## config.mk

```make
export PLATFORM = sky130hd
export DESIGN_NAME = jp_scan_flat
export DESIGN_NICKNAME = d
export VERILOG_FILES = /design/src/rtl/jp_scan_pkg.sv /design/src/rtl/jp_scan_if.sv /design/src/rtl/jp_scan_fsm.sv /design/src/rtl/jp_scan.sv /design/src/flat_wrapper.sv
export SDC_FILE = /design/constraint.sdc
export NUM_CORES = 1
export LEC_CHECK = 0
export BUFFER_PORTS_ARGS = -buffer_cell sky130_fd_sc_hd__clkbuf_2
export CAP_MARGIN = 40
export CELL_PAD_IN_SITES_DETAIL_PLACEMENT = 1
export CELL_PAD_IN_SITES_GLOBAL_PLACEMENT = 2
export CORE_AREA = 3 3 93 117
export DETAILED_ROUTE_END_ITERATION = 8
export DIE_AREA = 0 0 96 120
export PLACE_DENSITY = 0.87
export SLEW_MARGIN = 0
export SYNTH_ARGS = -nofsm -noshare
export SYNTH_HDL_FRONTEND = slang
export SYNTH_SLANG_ARGS = --single-unit
```

## constraint.sdc

```tcl
create_clock -name clk_in -period 6.3 [get_ports clk_in]
set_input_delay 0.63 -clock clk_in [delete_from_list [all_inputs] [get_ports clk_in]]
set_output_delay 0.63 -clock clk_in [all_outputs]
set_load 0.01 [all_outputs]
```

## src/rtl/jp_scan_pkg.sv

```systemverilog
// Shared constants for the joypad scanner: register addresses, scan FSM
// encodings and button bit positions (also used by the debug HCI).
package jp_scan_pkg;

    localparam logic [15:0] JP1_ADDR = 16'h4016;
    localparam logic [15:0] JP2_ADDR = 16'h4017;

    localparam logic [2:0] ST_IDLE   = 3'd0;
    localparam logic [2:0] ST_LATCH  = 3'd1;
    localparam logic [2:0] ST_BIT_LO = 3'd2;
    localparam logic [2:0] ST_BIT_HI = 3'd3;
    localparam logic [2:0] ST_COMMIT = 3'd4;

    localparam int BTN_A      = 0;
    localparam int BTN_B      = 1;
    localparam int BTN_SELECT = 2;
    localparam int BTN_START  = 3;
    localparam int BTN_UP     = 4;
    localparam int BTN_DOWN   = 5;
    localparam int BTN_LEFT   = 6;
    localparam int BTN_RIGHT  = 7;

    typedef logic [7:0] jp_btn_t;

    // Serial read shift: buttons move toward bit 0, released level fills bit 7.
    function automatic jp_btn_t shift_in_one(input jp_btn_t sh);
        return {1'b1, sh[7:1]};
    endfunction

endpackage

```

## src/rtl/jp_scan_if.sv

```systemverilog
// CPU-side register bus for the joypad front-end ($4016/$4017).
interface jp_scan_if;
    logic [15:0] a_in;
    logic [7:0]  d_in;
    logic        wr_en_in;
    logic        rd_en_in;
    logic [7:0]  d_out;

    modport master (output a_in, output d_in, output wr_en_in, output rd_en_in, input d_out);
    modport slave  (input a_in, input d_in, input wr_en_in, input rd_en_in, output d_out);
endinterface

```

## src/rtl/jp_scan_fsm.sv

```systemverilog
// Background pad poller: tick generator, latch/clock scan FSM and the
// committed button snapshot (1 = pressed) for both pads.
module jp_scan_fsm
    import jp_scan_pkg::*;
#(
    parameter int CLK_DIV    = 100,
    parameter int POLL_TICKS = 16000
) (
    input  logic    clk_i,
    input  logic    rst_i,
    input  logic    jp_data1_i,
    input  logic    jp_data2_i,
    output logic    jp_clk_o,
    output logic    jp_latch_o,
    output jp_btn_t btn1_o,
    output jp_btn_t btn2_o
);

    localparam int TW = (CLK_DIV > 1) ? $clog2(CLK_DIV) : 1;
    localparam int IW = (POLL_TICKS > 2) ? $clog2(POLL_TICKS) : 1;
    localparam logic [TW-1:0] TICK_LAST  = TW'(CLK_DIV - 1);
    localparam logic [IW-1:0] POLL_LAST  = IW'(POLL_TICKS - 1);
    localparam logic [IW-1:0] LATCH_LAST = IW'(1);

    logic [TW-1:0] tick_cnt_q, tick_cnt_d;
    logic          tick_s;
    logic [2:0]    state_q, state_d;
    logic [IW-1:0] cnt_q, cnt_d;
    logic [3:0]    bit_q, bit_d;
    jp_btn_t       scan1_q, scan1_d, scan2_q, scan2_d;
    jp_btn_t       btn1_q, btn1_d, btn2_q, btn2_d;
    logic          clk_q, clk_d, latch_q, latch_d;

    assign tick_s = (tick_cnt_q == TICK_LAST);

    // Free-running tick divider.
    always_comb begin
        tick_cnt_d = tick_cnt_q + TW'(1);
        if (tick_s) begin
            tick_cnt_d = '0;
        end else begin
            tick_cnt_d = tick_cnt_q + TW'(1);
        end
    end

    // Scan FSM next state; data is sampled as each BIT_LO is entered.
    always_comb begin
        state_d = state_q;
        cnt_d   = cnt_q;
        bit_d   = bit_q;
        scan1_d = scan1_q;
        scan2_d = scan2_q;
        btn1_d  = btn1_q;
        btn2_d  = btn2_q;
        case (state_q)
            ST_IDLE: begin
                if (tick_s && (cnt_q == POLL_LAST)) begin
                    cnt_d   = '0;
                    state_d = ST_LATCH;
                end else if (tick_s) begin
                    cnt_d = cnt_q + IW'(1);
                end else begin
                    cnt_d = cnt_q;
                end
            end
            ST_LATCH: begin
                if (tick_s && (cnt_q == LATCH_LAST)) begin
                    cnt_d      = '0;
                    bit_d      = 4'd0;
                    scan1_d[0] = ~jp_data1_i;
                    scan2_d[0] = ~jp_data2_i;
                    state_d    = ST_BIT_LO;
                end else if (tick_s) begin
                    cnt_d = cnt_q + IW'(1);
                end else begin
                    cnt_d = cnt_q;
                end
            end
            ST_BIT_LO: begin
                if (tick_s) begin
                    state_d = ST_BIT_HI;
                end else begin
                    state_d = state_q;
                end
            end
            ST_BIT_HI: begin
                if (tick_s && (bit_q == 4'd7)) begin
                    bit_d   = bit_q + 4'd1;
                    state_d = ST_COMMIT;
                end else if (tick_s) begin
                    bit_d            = bit_q + 4'd1;
                    scan1_d[bit_d[2:0]] = ~jp_data1_i;
                    scan2_d[bit_d[2:0]] = ~jp_data2_i;
                    state_d          = ST_BIT_LO;
                end else begin
                    state_d = state_q;
                end
            end
            ST_COMMIT: begin
                btn1_d  = scan1_q;
                btn2_d  = scan2_q;
                cnt_d   = '0;
                state_d = ST_IDLE;
            end
            default: begin
                cnt_d   = '0;
                state_d = ST_IDLE;
            end
        endcase
    end

    // Pad pins are registered from the next state so they align with it.
    always_comb begin
        latch_d = (state_d == ST_LATCH);
        clk_d   = (state_d != ST_BIT_LO);
    end

    // State, counters, scan/commit registers and pad pins.
    always_ff @(posedge clk_i or posedge rst_i) begin
        if (rst_i) begin
            tick_cnt_q <= '0;
            state_q    <= ST_IDLE;
            cnt_q      <= '0;
            bit_q      <= 4'd0;
            scan1_q    <= 8'h00;
            scan2_q    <= 8'h00;
            btn1_q     <= 8'h00;
            btn2_q     <= 8'h00;
            clk_q      <= 1'b1;
            latch_q    <= 1'b0;
        end else begin
            tick_cnt_q <= tick_cnt_d;
            state_q    <= state_d;
            cnt_q      <= cnt_d;
            bit_q      <= bit_d;
            scan1_q    <= scan1_d;
            scan2_q    <= scan2_d;
            btn1_q     <= btn1_d;
            btn2_q     <= btn2_d;
            clk_q      <= clk_d;
            latch_q    <= latch_d;
        end
    end

    assign jp_clk_o   = clk_q;
    assign jp_latch_o = latch_q;
    assign btn1_o     = btn1_q;
    assign btn2_o     = btn2_q;

endmodule

```

## src/rtl/jp_scan.sv

```systemverilog
// NES $4016/$4017 register front-end: strobe latch, per-pad serial shift
// registers fed from the background scanner, and the wired-OR read mux.
module jp_scan
    import jp_scan_pkg::*;
#(
    parameter int CLK_DIV    = 100,
    parameter int POLL_TICKS = 16000
) (
    input  logic        clk_in,
    input  logic        rst_in,
    jp_scan_if.slave    bus,
    input  logic        jp_data1_in,
    input  logic        jp_data2_in,
    output logic        jp_clk,
    output logic        jp_latch
);

    jp_btn_t btn1_s, btn2_s;
    jp_btn_t sh1_q, sh1_d, sh2_q, sh2_d;
    logic    strobe_q, strobe_d;
    logic    wr_jp1_s, rd_jp1_s, rd_jp2_s;
    logic    unused_d_s;

    jp_scan_fsm #(
        .CLK_DIV    (CLK_DIV),
        .POLL_TICKS (POLL_TICKS)
    ) u_fsm (
        .clk_i      (clk_in),
        .rst_i      (rst_in),
        .jp_data1_i (jp_data1_in),
        .jp_data2_i (jp_data2_in),
        .jp_clk_o   (jp_clk),
        .jp_latch_o (jp_latch),
        .btn1_o     (btn1_s),
        .btn2_o     (btn2_s)
    );

    assign unused_d_s = ^bus.d_in[7:1];
    assign wr_jp1_s   = bus.wr_en_in && (bus.a_in == JP1_ADDR);
    assign rd_jp1_s   = bus.rd_en_in && (bus.a_in == JP1_ADDR);
    assign rd_jp2_s   = bus.rd_en_in && (bus.a_in == JP2_ADDR);

    // Strobe bit and snapshot shifting; strobe high keeps reloading from btn.
    always_comb begin
        strobe_d = strobe_q;
        sh1_d    = sh1_q;
        sh2_d    = sh2_q;
        if (wr_jp1_s) begin
            strobe_d = bus.d_in[0];
        end else begin
            strobe_d = strobe_q;
        end
        if (strobe_q) begin
            sh1_d = btn1_s;
            sh2_d = btn2_s;
        end else if (rd_jp1_s) begin
            sh1_d = shift_in_one(sh1_q);
        end else if (rd_jp2_s) begin
            sh2_d = shift_in_one(sh2_q);
        end else begin
            sh1_d = sh1_q;
            sh2_d = sh2_q;
        end
    end

    // Strobe and shift register state.
    always_ff @(posedge clk_in or posedge rst_in) begin
        if (rst_in) begin
            strobe_q <= 1'b0;
            sh1_q    <= 8'h00;
            sh2_q    <= 8'h00;
        end else begin
            strobe_q <= strobe_d;
            sh1_q    <= sh1_d;
            sh2_q    <= sh2_d;
        end
    end

    // Read mux drives zero off-address so it can be ORed onto the CPU bus.
    always_comb begin
        bus.d_out = 8'h00;
        case (bus.a_in)
            JP1_ADDR: bus.d_out = {7'b0000000, sh1_q[BTN_A]};
            JP2_ADDR: bus.d_out = {7'b0000000, sh2_q[BTN_A]};
            default:  bus.d_out = 8'h00;
        endcase
    end

endmodule

```

## src/flat_wrapper.sv

```systemverilog
// flat-port wrapper written by rule: the top's interface ports become plain ports
module jp_scan_flat import jp_scan_pkg::*;
#(
    parameter int CLK_DIV    = 100,
    parameter int POLL_TICKS = 16000
)
  (clk_in, rst_in, jp_data1_in, jp_data2_in, jp_clk, jp_latch, bus_a_in, bus_d_in, bus_wr_en_in, bus_rd_en_in, bus_d_out);
  jp_scan_if bus_i ();
  input  logic clk_in;
  input  logic rst_in;
  input  logic jp_data1_in;
  input  logic jp_data2_in;
  output logic jp_clk;
  output logic jp_latch;
  input wire logic [$bits(bus_i.a_in)-1:0] bus_a_in;
  input wire logic [$bits(bus_i.d_in)-1:0] bus_d_in;
  input wire logic [$bits(bus_i.wr_en_in)-1:0] bus_wr_en_in;
  input wire logic [$bits(bus_i.rd_en_in)-1:0] bus_rd_en_in;
  output wire logic [$bits(bus_i.d_out)-1:0] bus_d_out;
  assign bus_i.a_in = bus_a_in;
  assign bus_i.d_in = bus_d_in;
  assign bus_i.wr_en_in = bus_wr_en_in;
  assign bus_i.rd_en_in = bus_rd_en_in;
  assign bus_d_out = bus_i.d_out;
  jp_scan #(.CLK_DIV(CLK_DIV), .POLL_TICKS(POLL_TICKS)) u_core (.clk_in(clk_in), .rst_in(rst_in), .bus(bus_i), .jp_data1_in(jp_data1_in), .jp_data2_in(jp_data2_in), .jp_clk(jp_clk), .jp_latch(jp_latch));
endmodule
```

# Word-level counts from Yosys, hierarchy flattened

Index checks and enable logic that the tools add are counted.

Add/subtract/negate cells: 3
Order comparisons: 2
Equality and inequality tests: 17
Muxes and demuxes: 33
Bitwise gates (word level): 3
Reductions and logical operators: 16

Operator list:

| kind                                                   | count |
|---|---|
| two-way mux 14 bit                                     | 3 |
| one-hot mux 14 bit (3 select lines)                    | 1 |
| two-way mux 8 bit                                      | 5 |
| equality test 16 x 15 -> 1 bit (second input constant) | 2 |
| bitwise mux 8 bit                                      | 2 |
| two-way mux 3 bit                                      | 5 |
| adder 14 x 1 -> 14 bit (second input constant)         | 1 |
| equality test 14 x 1 -> 1 bit (second input constant)  | 1 |
| equality test 14 bit (second input constant)           | 1 |
| two-way mux 4 bit                                      | 3 |
| one-hot mux 3 bit (4 select lines)                     | 1 |
| one-hot mux 4 bit (2 select lines)                     | 1 |
| adder 7 x 1 -> 7 bit (second input constant)           | 1 |
| equality test 7 bit (second input constant)            | 1 |
| logical AND 1 bit                                      | 7 |
| two-way mux 1 bit                                      | 7 |
| two-way mux 7 bit                                      | 1 |
| equality test 3 x 1 -> 1 bit (second input constant)   | 2 |
| equality test 3 x 2 -> 1 bit (second input constant)   | 2 |
| != test 2 bit (second input constant)                  | 3 |
| one-hot mux 1 bit (2 select lines)                     | 3 |
| AND reduction 3 bit                                    | 2 |
| nonzero test 2 bit                                     | 3 |
| adder 4 x 1 -> 4 bit (second input constant)           | 1 |
| 13 further kinds                                       | 15 |

Register bits: 79
Input port bits: 30
Output and inout port bits: 10
Word-level logic and storage cells: 89

# Depth between registers and ports, before layout

Word-level depth: 9
Gate-level depth with buffers: 8
Gate-level depth less buffers: 7

# Hierarchy

A second synthesis with hierarchy kept.

Cell total of the unflattened synthesis: 392
Area, all modules: 3,996.3 um2

Modules (own cells, without submodules):

| module      | times used | cells each | area an instance (um2) | seq. area each (um2) |
|---|---|---|---|---|
| jp_scan_fsm | 1          | 281        | 2,996.6                | 1,552.7 |
| jp_scan     | 1          | 111        | 999.7                  | 425.4 |

# Worst setup path after synthesis

Ideal clock, no wire load.

Kind: input -> register
Start point: input port bus_a_in[3]
End point: register u_core.sh2_q[6]
Setup time: 0.135 ns
Arrival time: 1.796 ns
Required time: 6.165 ns
Path slack: 4.369 ns
Stages on the path: 5
Buffers on the path: 0
Cell sequence: nor4bb_1 > and3_1 > nand4_1 > mux2i_1 > o21ai_0

Cells in the longest elaborated chain, start to end: 4
Elaborated cells on any way between the ends: 7
Classes of those cells: 3 x eq/ne; 4 x reduce/logical

RTL lines:

| element                                                                       | line                         | text |
|---|---|---|
| start: declaration                                                            | flat_wrapper.sv:15           | `input wire logic [$bits(bus_i.a_in)-1:0] bus_a_in;` |
| equality test 16 x 15 -> 1 bit, on equally long branches                      | jp_scan.sv:40, jp_scan.sv:41 |  |
| logical AND 1 bit, on equally long branches                                   | jp_scan.sv:40, jp_scan.sv:41 |  |
| != test 2 x 1 -> 1 bit (no source line) or nonzero test 2 bit (tied branches) | n/a                          |  |
| AND reduction 2 bit (no source line) (*)                                      | n/a                          |  |
| end signal: assignment                                                        | jp_scan.sv:71                | `sh2_q <= 8'h00;` |
| end signal: assignment                                                        | jp_scan.sv:75                | `sh2_q <= sh2_d;` |
| end: declaration                                                              | jp_scan.sv:19                | `jp_btn_t sh1_q, sh1_d, sh2_q, sh2_d;` |

Mark *: on every way between the ends. The rest lies on a longest branch, timed or not.
A chain may end at the register's enable or synchronous reset.

# Final worst setup path

Start point: register u_core.u_fsm.tick_cnt_q[0]
End point: register u_core.u_fsm.cnt_q[8]

Cells in the longest elaborated chain, start to end: 4
Elaborated cells on any way between the ends: 7
Classes of those cells: 1 x eq/ne; 4 x mux; 2 x reduce/logical

RTL lines:

| element                                          | line                                 | text |
|---|---|---|
| start: declaration                               | jp_scan_fsm.sv:25                    | `logic [TW-1:0] tick_cnt_q, tick_cnt_d;` |
| start signal: assignment                         | jp_scan_fsm.sv:132                   | `tick_cnt_q <= tick_cnt_d;` |
| equality test 7 bit (*)                          | jp_scan_fsm.sv:34                    | `assign tick_s = (tick_cnt_q == TICK_LAST);` |
| two-way mux 14 bit, or another cell as far along | n/a                                  |  |
| two-way mux 14 bit, on equally long branches     | jp_scan_fsm.sv:67, jp_scan_fsm.sv:57 |  |
| one-hot mux 14 bit (3 select lines) (*)          | jp_scan_fsm.sv:55                    | `case (state_q)` |
| end signal: assignment                           | jp_scan_fsm.sv:134                   | `cnt_q <= cnt_d;` |
| end: declaration                                 | jp_scan_fsm.sv:28                    | `logic [IW-1:0] cnt_q, cnt_d;` |

Marked as above.

==> reports/summary.txt <==
WS Path Type = reg2reg
Fmax = 0.452 GHz
Setup_tns = 0 ps
Root Buffer Master = clkbuf_16
Total number of vias = 2925
PwrDens = 236 mW/mm^2
Share of cells above drive strength 1 = 19.9%
Max Transition Viols Final = 0
Syn avg cell area = 10.3 sq um
Deepest clock path buffer count = 2
Antenna Nets Post-Route = 0
Largest net degree at the start of global routing = 62
Top layer reached by signal wires = met4
Nets@finish = 443
Total Power = 1.06 mW
First-pass DRT Iterations = 4
GR Overflow Total = 0
Final GP Congestion = 0.732
Crit path DAT = 2470 ps
Cell variety after synth = 66
Clock transition at path regs = 60 ps
First-pass GRT wire length = 15100 um
RSZ-0062 raised after global routing = no
Vias in the first global route = 3188
Detailed Route Iter0 Violations = 68
Top cell type's share of synthesized area = 49.1%
Setup crit start kind = flip-flop
Final Hold Slack = 292 ps
Final worst slack = 4090 ps
CTS tree = done
Finished Layout Cells = 542
Met3 wire len = 215 um
CP max FO = 14
Initial Utilization = 39.7%
# rows = 41
Worst-Margin Slew = 828 ps
Post-synth EDFFs = 0
Post_cts resized = 0
Synthesis-stage register bit count = 79
# diodes = 0
Max IR drop VDD = 0.000123 V
Worst reg2reg setup slack = 4090 ps
Fin area = 0.00450 sq mm
Clk sinks = 79
Wire per inst = 16.2 um
Main flop type after synthesis = dfrtp_1
Clk_skew = 9.23 ps
Placed Cells = 527
Cells after Synth = 384
Pre-CTS setup slack = 3910 ps
Total track usage = 17.0%
Port bufs = 25
Via density per instance = 5.40
Final wirelength = 8770 um
CP Capture Type = flip-flop
Final core utilization = 45.0%
Die Wd = 96 um
Met2 wire length = 4930 um
Slew headroom = 44.8%
Die Y = 120 um
Postcts setup bufs = 0
Initial antenna violation count = 0
Async S/R FF share, synth = 100%
Pleak = 1.98 nW
Cts hold-fix bufs = 0
Wl on met1 = 3410 um
Fin crit period = 2210 ps
Mapped Area = 0.00397 sq mm
Critical Path RT = 6560 ps
Num ports = 40
Type of the tightest min-delay check = in2async
Number of CTS-inserted buffers = 9
Final Setup Violations = 0
Status = finished, final reports clean
Yosys top cell by area = dfrtp_1
Final hold viol count = 0
Number of max-cap violations = 0
Yosys warns = 0
Dpl hpwl = 6330 um
Sequential element share of the synthesized area = 49.8%
Die area = 0.0115 sq mm
Worst-Skew Late Latency = 340 ps
Crit share post-route = 35.1%
H-tree depth = 3
Layout area overhead = 13.3%
Top cells by area, synth = dfrtp_1 49%, mux2i_1 5.3%, nand2_1 4.6%
Cell Area, Placed = 0.00420 sq mm
Drc violations = 0
Total core area = 0.0100 sq mm
==> cells by family after synthesis <==
| logic type | share of synthesized area [%] |
|---|---|
| adders and majority gates | 1.26 |
| xor gates and xnor gates | 1.76 |
| muxes | 9.83 |
| other | 0.0944 |
| and+or+nand+nor | 20.1 |
| DFF | 49.8 |
| AOI/OAI and AO/OA | 11.9 |
| buffers and inverters | 5.23 |
==> cell usage in the layout (no fill, tap or decap), drive strengths merged, types with 4 or more instances in the layout <==
cell type and count:
mux2 16, o21ai 32, a31oi 6, dfrtp 78, o211ai 4, nand2 50, nor3 10, nor4 8
inv 12, nand4 6, nor2 20, ha 4, o22ai 8, buf 8, a21oi 13, clkbuf 37
nand2b 4, mux2i 21, xnor2 7, conb 7, nand3 14
==> layer usage <==
layer	track usage [%]	vias to the layer above
li1	-	1403
met1	18.1	1460
met2	31.3	46
met3	3.13	16
met4	7.83	0
met5	0	-
==> final timing paths <==
| kind | start | end | cells past startpoint |
|---|---|---|---|
| worst max-delay path | u_core.u_fsm.tick_cnt_q[0]$_DFF_PP0_ | u_core.u_fsm.cnt_q[8]$_DFFE_PP0N_ | 6 |
| worst min-delay path | rst_in | u_core.u_fsm.tick_cnt_q[4]$_DFF_PP0_ | 3 |
| worst max register to register | u_core.u_fsm.tick_cnt_q[0]$_DFF_PP0_ | u_core.u_fsm.cnt_q[8]$_DFFE_PP0N_ | 6 |
| worst min register to register | u_core.u_fsm.scan2_q[7]$_DFFE_PP0P_ | u_core.u_fsm.scan2_q[7]$_DFFE_PP0P_ | 2 |
| max in group asynchronous | rst_in | u_core.u_fsm.jp_clk_o$_DFF_PP1_ | 4 |
| min in group clk_in | u_core.u_fsm.scan2_q[7]$_DFFE_PP0P_ | u_core.u_fsm.scan2_q[7]$_DFFE_PP0P_ | 2 |
==> final cells by class <==
cell class / count / area [sq um]
clock buffers: 12 / 256
clock inverters: 3 / 42.5
fillers: 1173 / 5510
inverters: 13 / 50.0
multi-input cells: 273 / 1810
flip-flops and latches: 79 / 1980
well taps: 129 / 161
repair buffers: 33 / 201
==> Yosys cell counts (all sizes together) (2+ instances only) <==
master    n
nor2     20
o22ai     8
a21oi    13
o31ai     2
o21a      3
and4      3
mux2     16
clkbuf    4
ha        4
or4       2
nor4bb    3
nand3    14
xnor2     7
and3      3
buf      20
a31oi     6
or3       2
nor3b     2
o211ai    4
nand4     6
dfrtp    78
a21o      2
and2      2
nand4bb   2
mux2i    21
o31a      2
nor2b     3
nor4      8
nor3     10
nand2    50
o21ai    32
inv      13
nand2b    4
==> where the power goes <==
group	leakage [nW]	switching, mW	internal (mW)
combinational	0.894	0.0172	0.00930
clock	0.145	0.197	0.325
sequential	0.936	0.00122	0.510
==> worst max-delay path: stages (launching register included) <==
cell	delay, ps
dfrtp_1	410
ha_1	290
and2b_4	230
and4_2	210
a21boi_2	590
nor2_2	190
o21ai_0	210
==> flip-flops by register name, indices dropped and copies added (netlist names) <==
name,cells
u_core.u_fsm.cnt_q,14
u_core.sh1_q,8
u_core.sh2_q,8
u_core.u_fsm.btn1_o,8
u_core.u_fsm.btn2_o,8
u_core.u_fsm.scan1_q,8
u_core.u_fsm.scan2_q,8
u_core.u_fsm.tick_cnt_q,7
u_core.u_fsm.bit_q,4
u_core.u_fsm.state_q,3
u_core.strobe_q,1
u_core.u_fsm.jp_clk_o,1
u_core.u_fsm.jp_latch_o,1
No activity file was read; power rests on OpenSTA's default activity.
